`src/rtl/divf_seq.sv`:
```
// divf_seq: sequential IEEE-754 single-precision divider.
// The quotient is formed by restoring division, one bit per cycle, and then truncated.
// Zero and divide-by-zero operand pairs bypass the iteration and finish in one cycle.
module divf_seq (
  input  logic        clk,
  input  logic        rst_n,
  input  logic        start,
  input  logic [31:0] a,
  input  logic [31:0] b,
  output logic        ready,
  output logic        done,
  output logic [31:0] s
);

  localparam int unsigned MW    = 24;  // mantissa width including hidden 1
  localparam int unsigned QW    = 25;  // quotient width
  localparam int unsigned RW    = 25;  // partial remainder width (< 2*mb)
  localparam int unsigned EW    = 10;  // signed working exponent width
  localparam int unsigned CW    = 5;   // iteration counter width
  localparam int unsigned ITERS = 25;

  typedef enum logic [1:0] {IDLE, DIV, NORM, DONE} state_t;

  state_t                state;
  logic                  sign;
  logic signed [EW-1:0]  e;
  logic [MW-1:0]         mb;
  logic [RW-1:0]         rem;
  logic [QW-1:0]         q;
  logic [CW-1:0]         cnt;

  logic                  a_zero;
  logic                  b_zero;
  logic                  rem_ge;
  logic [MW-1:0]         rem_keep;
  logic signed [EW-1:0]  exp_n;
  logic [22:0]           frac_n;
  logic [31:0]           special_n;
  logic [31:0]           res_n;

  // Operand classification and the special-pair result for the accept cycle
  always_comb begin
    a_zero    = (a[30:0] == 31'd0);
    b_zero    = (b[30:0] == 31'd0);
    special_n = {a[31] ^ b[31], 31'd0};
    if (!a_zero && b_zero) begin
      special_n = {a[31] ^ b[31], 8'hFF, 23'd0};
    end
  end

  // One restoring-division step: compare, conditionally subtract
  always_comb begin
    rem_ge   = (rem >= {1'b0, mb});
    rem_keep = rem[MW-1:0];
    if (rem_ge) begin
      rem_keep = MW'(rem - {1'b0, mb});
    end
  end

  // Normalisation, truncation, overflow saturation and underflow flush
  always_comb begin
    frac_n = q[22:0];
    exp_n  = e - 10'sd1;
    if (q[QW-1]) begin
      frac_n = q[23:1];
      exp_n  = e;
    end
    if (exp_n >= 10'sd255) begin
      res_n = {sign, 8'hFF, 23'd0};
    end else if (exp_n <= 10'sd0) begin
      res_n = {sign, 31'd0};
    end else begin
      res_n = {sign, exp_n[7:0], frac_n};
    end
  end

  // Control FSM and datapath registers
  always_ff @(posedge clk or negedge rst_n) begin
    if (!rst_n) begin
      state <= IDLE;
      ready <= 1'b1;
      done  <= 1'b0;
      s     <= 32'd0;
      sign  <= 1'b0;
      e     <= '0;
      mb    <= '0;
      rem   <= '0;
      q     <= '0;
      cnt   <= '0;
    end else begin
      case (state)
        IDLE: begin
          if (start) begin
            ready <= 1'b0;
            sign  <= a[31] ^ b[31];
            if (a_zero || b_zero) begin
              s     <= special_n;
              done  <= 1'b1;
              state <= DONE;
            end else begin
              e     <= $signed({2'b00, a[30:23]}) - $signed({2'b00, b[30:23]}) + 10'sd127;
              mb    <= {1'b1, b[22:0]};
              rem   <= {2'b01, a[22:0]};
              q     <= '0;
              cnt   <= '0;
              state <= DIV;
            end
          end
        end
        DIV: begin
          q   <= {q[QW-2:0], rem_ge};
          rem <= {rem_keep, 1'b0};
          if (cnt == CW'(ITERS - 1)) begin
            state <= NORM;
          end else begin
            cnt <= cnt + CW'(1);
          end
        end
        NORM: begin
          s     <= res_n;
          done  <= 1'b1;
          state <= DONE;
        end
        DONE: begin
          done  <= 1'b0;
          ready <= 1'b1;
          state <= IDLE;
        end
        default: begin
          done  <= 1'b0;
          ready <= 1'b1;
          state <= IDLE;
        end
      endcase
    end
  end

endmodule
```
`config.mk`:
```
export PLATFORM = sky130hd
export DESIGN_NAME = divf_seq
export DESIGN_NICKNAME = d
export VERILOG_FILES = /design/src/rtl/divf_seq.sv
export SDC_FILE = /design/constraint.sdc
export NUM_CORES = 1
export LEC_CHECK = 0
export CAP_MARGIN = 20
export CORE_MARGIN = 3
export CORE_UTILIZATION = 30
export CTS_CLUSTER_SIZE = 12
export DETAILED_ROUTE_END_ITERATION = 10
export PLACE_DENSITY = 0.54
export SLEW_MARGIN = 40
export SYNTH_ARGS = -nofsm -noshare
export SYNTH_HDL_FRONTEND = slang
export SYNTH_SLANG_ARGS = --single-unit
```
`constraint.sdc`:
```
create_clock -name clk -period 3.1 [get_ports clk]
set_input_delay 0.775 -clock clk [delete_from_list [all_inputs] [get_ports clk]]
set_output_delay 0.775 -clock clk [all_outputs]
set_load 0.005 [all_outputs]
```
==> impl_metrics.toml <==
[clock_tree]
cts_buffer_depth = 2
clk_pin_slew_ns = 0.06
clock_insertion_delay_worst_skew_ns = 0.43
cts_tree = "done"
clock_sink_count = 126
cts-buffers-inserted = 17
clock_tree.root_cell = "sky130_fd_sc_hd__clkbuf_16"
h-tree-depth = 4

[timing]
maxSlewViolCount = 0
unrepaired_setup_endpoints_after_global_routing = "no"
hold-worst-slack_ns = 0.296
layout_worst_path_cycle_share_pct = 95.6
finalCriticalPeriod_ns = 2.96
slew-limit-headroom_pct = 56.4
fin_skew_ns = 0.0107
maxClockFrequency_ghz = 0.338
timing.final.hold_violations = 0
worst_slew_pin_slew_ns = 0.652
timing.final.setup_violations = 0

[drt]
drtIter0Drc = 331
wl_per_cell_um = 14.7
drt-vias-per-instance = 4.93
drt-total-wl_um = 20400
detail_route.first_pass.iterations = 4
via_count = 6829
route.detailed.drc = 0
postRouteAntennaNets = 0

[grt]
grt_max_degree = 60
global_route_wire_length_before_repair_um = 33900
grt_antenna_before_repair = 0
first_global_vias = 6623
overflow = 0
globalRouteTotalUtil_pct = 14.6

[logic_synthesis]
synth_edf_count = 0
postSynthCellCount = 896
synthDominantAreaCellType = "sky130_fd_sc_hd__dfrtp_1"
synthesis.nets = 1005
post_synth_main_area_contributors = "sky130_fd_sc_hd__dfrtp_1 (40%), sky130_fd_sc_hd__nand2_1 (6.8%), sky130_fd_sc_hd__ha_1 (6.3%)"
synth_commonest_cells = "sky130_fd_sc_hd__nand2_1 (143), sky130_fd_sc_hd__dfrtp_1 (125), sky130_fd_sc_hd__o21ai_0 (91)"
synth_cell_types = 76
yosysMostFrequentCell = "sky130_fd_sc_hd__nand2_1"
synth_area_per_cell_um2 = 8.81
ys_seq_elements = 126
yosys.area_share.xor_xnor_pct = 4.33
postSynth.topFlopCell = "sky130_fd_sc_hd__dfrtp_1"
ys.warnings.count = 0
synth-simple-area-share_pct = 18.5
netlist_area_um2 = 7900
share_of_synthesized_area_spent_on_multiplexers_pct = 4.45
synth_top_family_by_area = "compound AO/OA/AOI/OAI gates"
synth-seq-area-share_pct = 40.0
yosys.area_share.adder_pct = 6.85
synth-async-reset-ratio_pct = 100
synth_top_area_share_pct = 39.6
synth-compound-area-share_pct = 20.9

[flow_run]
maxCapViolCount = 0

[cells_and_area]
layout.nets = 1152
antenna-diode-count = 0
fin_util_pct = 40.3
area.growth.synth_to_final_pct = 30.4
finish.cell_count_without_fillers = 1386
post_route_cells_drive_above_1_share_pct = 14.2

[setup_path]
timing.critical_path.required_ns = 3.40
critPathLaunchType = "input pin"
critical_path.endpoint_type = "flip-flop"
critPathMaxFanout = 3
critical_path_arrival_ns = 3.27
crit_type = "input pin to flip-flop"

[floorplan]
floorplan.io_pins = 101
floorplan.core_area_um2 = 25500
initial_utilization_pct = 30.9
floorplan.die.height_um = 168
fp.dieArea_um2 = 28300
num_rows = 58
die_width_um = 168

[power]
static-leakage-power_nw = 4.39
ir_worst_vdd_v = 0.000548
p_total_mw = 10.4
power.density_nw_per_um2 = 1010

[placement]
gp_congestion = 0.828
numPlacedInstances = 1354
port_buffers = 100
detailedPlacementHpwl_um = 15700

[status]
result_of_the_run = "completed"

[worst_hold_path]
min-delay-path-class = "input pin to async pin"
## stage by stage
stage	setup TNS [ns]	instance area, um^2	worst slack (ns)
6_report	0	10300	0.137
3_5_place_dp	-19.00	9730	-0.370
2_1_floorplan	0	7900	0.322
5_1_grt	0	10300	0.00655
3_3_place_gp	-19.26	9730	-0.344
4_1_cts	0	10300	0.0737
## layout by cell type, fill, tap and decap left out, types with 4 or more instances in the layout
cell	count
sky130_fd_sc_hd__and2_1	5
sky130_fd_sc_hd__nor2_1	49
sky130_fd_sc_hd__nand4_1	7
sky130_fd_sc_hd__clkbuf_16	17
sky130_fd_sc_hd__nor4_1	15
sky130_fd_sc_hd__a21o_1	11
sky130_fd_sc_hd__mux2_2	4
sky130_fd_sc_hd__or3_1	6
sky130_fd_sc_hd__nand2b_1	11
sky130_fd_sc_hd__nand3_1	10
sky130_fd_sc_hd__and3_1	8
sky130_fd_sc_hd__buf_4	66
sky130_fd_sc_hd__inv_6	7
sky130_fd_sc_hd__o31a_1	4
sky130_fd_sc_hd__nand2_1	143
sky130_fd_sc_hd__inv_1	48
sky130_fd_sc_hd__nor2b_1	15
sky130_fd_sc_hd__o21ai_1	4
sky130_fd_sc_hd__a21oi_1	55
sky130_fd_sc_hd__mux2i_1	28
sky130_fd_sc_hd__inv_8	4
sky130_fd_sc_hd__o31ai_1	18
sky130_fd_sc_hd__xor2_1	19
sky130_fd_sc_hd__o22ai_1	4
sky130_fd_sc_hd__dfrtp_1	125
sky130_fd_sc_hd__o21ai_2	21
sky130_fd_sc_hd__buf_12	7
sky130_fd_sc_hd__o21a_1	9
sky130_fd_sc_hd__o21ai_0	91
sky130_fd_sc_hd__and4_1	4
sky130_fd_sc_hd__nor3_1	13
sky130_fd_sc_hd__ha_1	39
sky130_fd_sc_hd__clkdlybuf4s50_1	99
sky130_fd_sc_hd__a31oi_1	6
sky130_fd_sc_hd__xnor2_1	20
## state kept, by name (all words and copies together), names as in the netlist
signal and flops:
cnt 5, done 1, e 10, mb 24, q 25, ready 1, rem 25, s 32
sign 1, state 2
## area by class of cell
type | count | area (um^2)
Tap cell | 330 | 413
Inverter | 48 | 180
Sequential cell | 126 | 3150
Clock buffer | 17 | 425
Fill cell | 2602 | 15200
Timing Repair Buffer | 172 | 1630
Clock inverter | 15 | 138
Multi-Input combinational cell | 678 | 4360
## worst max-delay path: stages
cell and delay [ns]:
sky130_fd_sc_hd__clkdlybuf4s50_1 0.48, sky130_fd_sc_hd__inv_1 0.05, sky130_fd_sc_hd__ha_1 0.22, sky130_fd_sc_hd__fa_1 0.39
sky130_fd_sc_hd__nor2b_1 0.16, sky130_fd_sc_hd__o31a_1 0.16, sky130_fd_sc_hd__a21oi_1 0.06, sky130_fd_sc_hd__or3_1 0.40
sky130_fd_sc_hd__nor3_2 0.23, sky130_fd_sc_hd__xnor2_1 0.09, sky130_fd_sc_hd__mux2_2 0.26
## metal layers
layer | GRT usage (%) | up-vias | share of wire (%)
met5 | 0 | - | 0
met4 | 2.95 | 0 | 1.0
met3 | 3.01 | 15 | 3.9
met2 | 23.8 | 136 | 47
met1 | 20.1 | 3210 | 48
li1 | - | 3468 | -
## path summary, 6_finish.rpt
| kind | start | end | slack [ns] | cells past startpoint |
|---|---|---|---|---|
| setup / recovery | a[23] | e[7] | 0.14 | 11 |
| hold / removal | rst_n | s[24] | 0.30 | 1 |
| setup reg to reg | mb[1] | rem[20] | 0.26 | 10 |
| hold reg to reg | s[13] | s[13] | 0.48 | 2 |
| max in group asynchronous | rst_n | s[4] | 2.09 | 2 |
| min in group clk | s[13] | s[13] | 0.48 | 2 |
## where the power goes
part	internal (mW)	switching (mW)
clock network	1.06	0.870
logic	2.57	3.29
registers	2.18	0.402
total	5.81	4.57
## cell families (layout without fill, tap and decap cells)
group                    after synthesis  count (layout)
AO/OA/AOI/OAI                        259             259
AND/OR/NAND/NOR                      304             304
XOR/XNOR                              39              39
adder cells (fa/ha/maj)               42              42
buffers and inverters                 92             252
multiplexers                          34              34
flip-flops                           126             126
## what timing repair did
| item | CTS | global route |
|---|---|---|
| gates resized for setup | 0 | 1 |
| hold buffers | 0 | 0 |
| endpoints found under the setup margin | 0 | 1 |
| buffers inserted | 0 | 0 |
(Power assumes the default switching activity.)
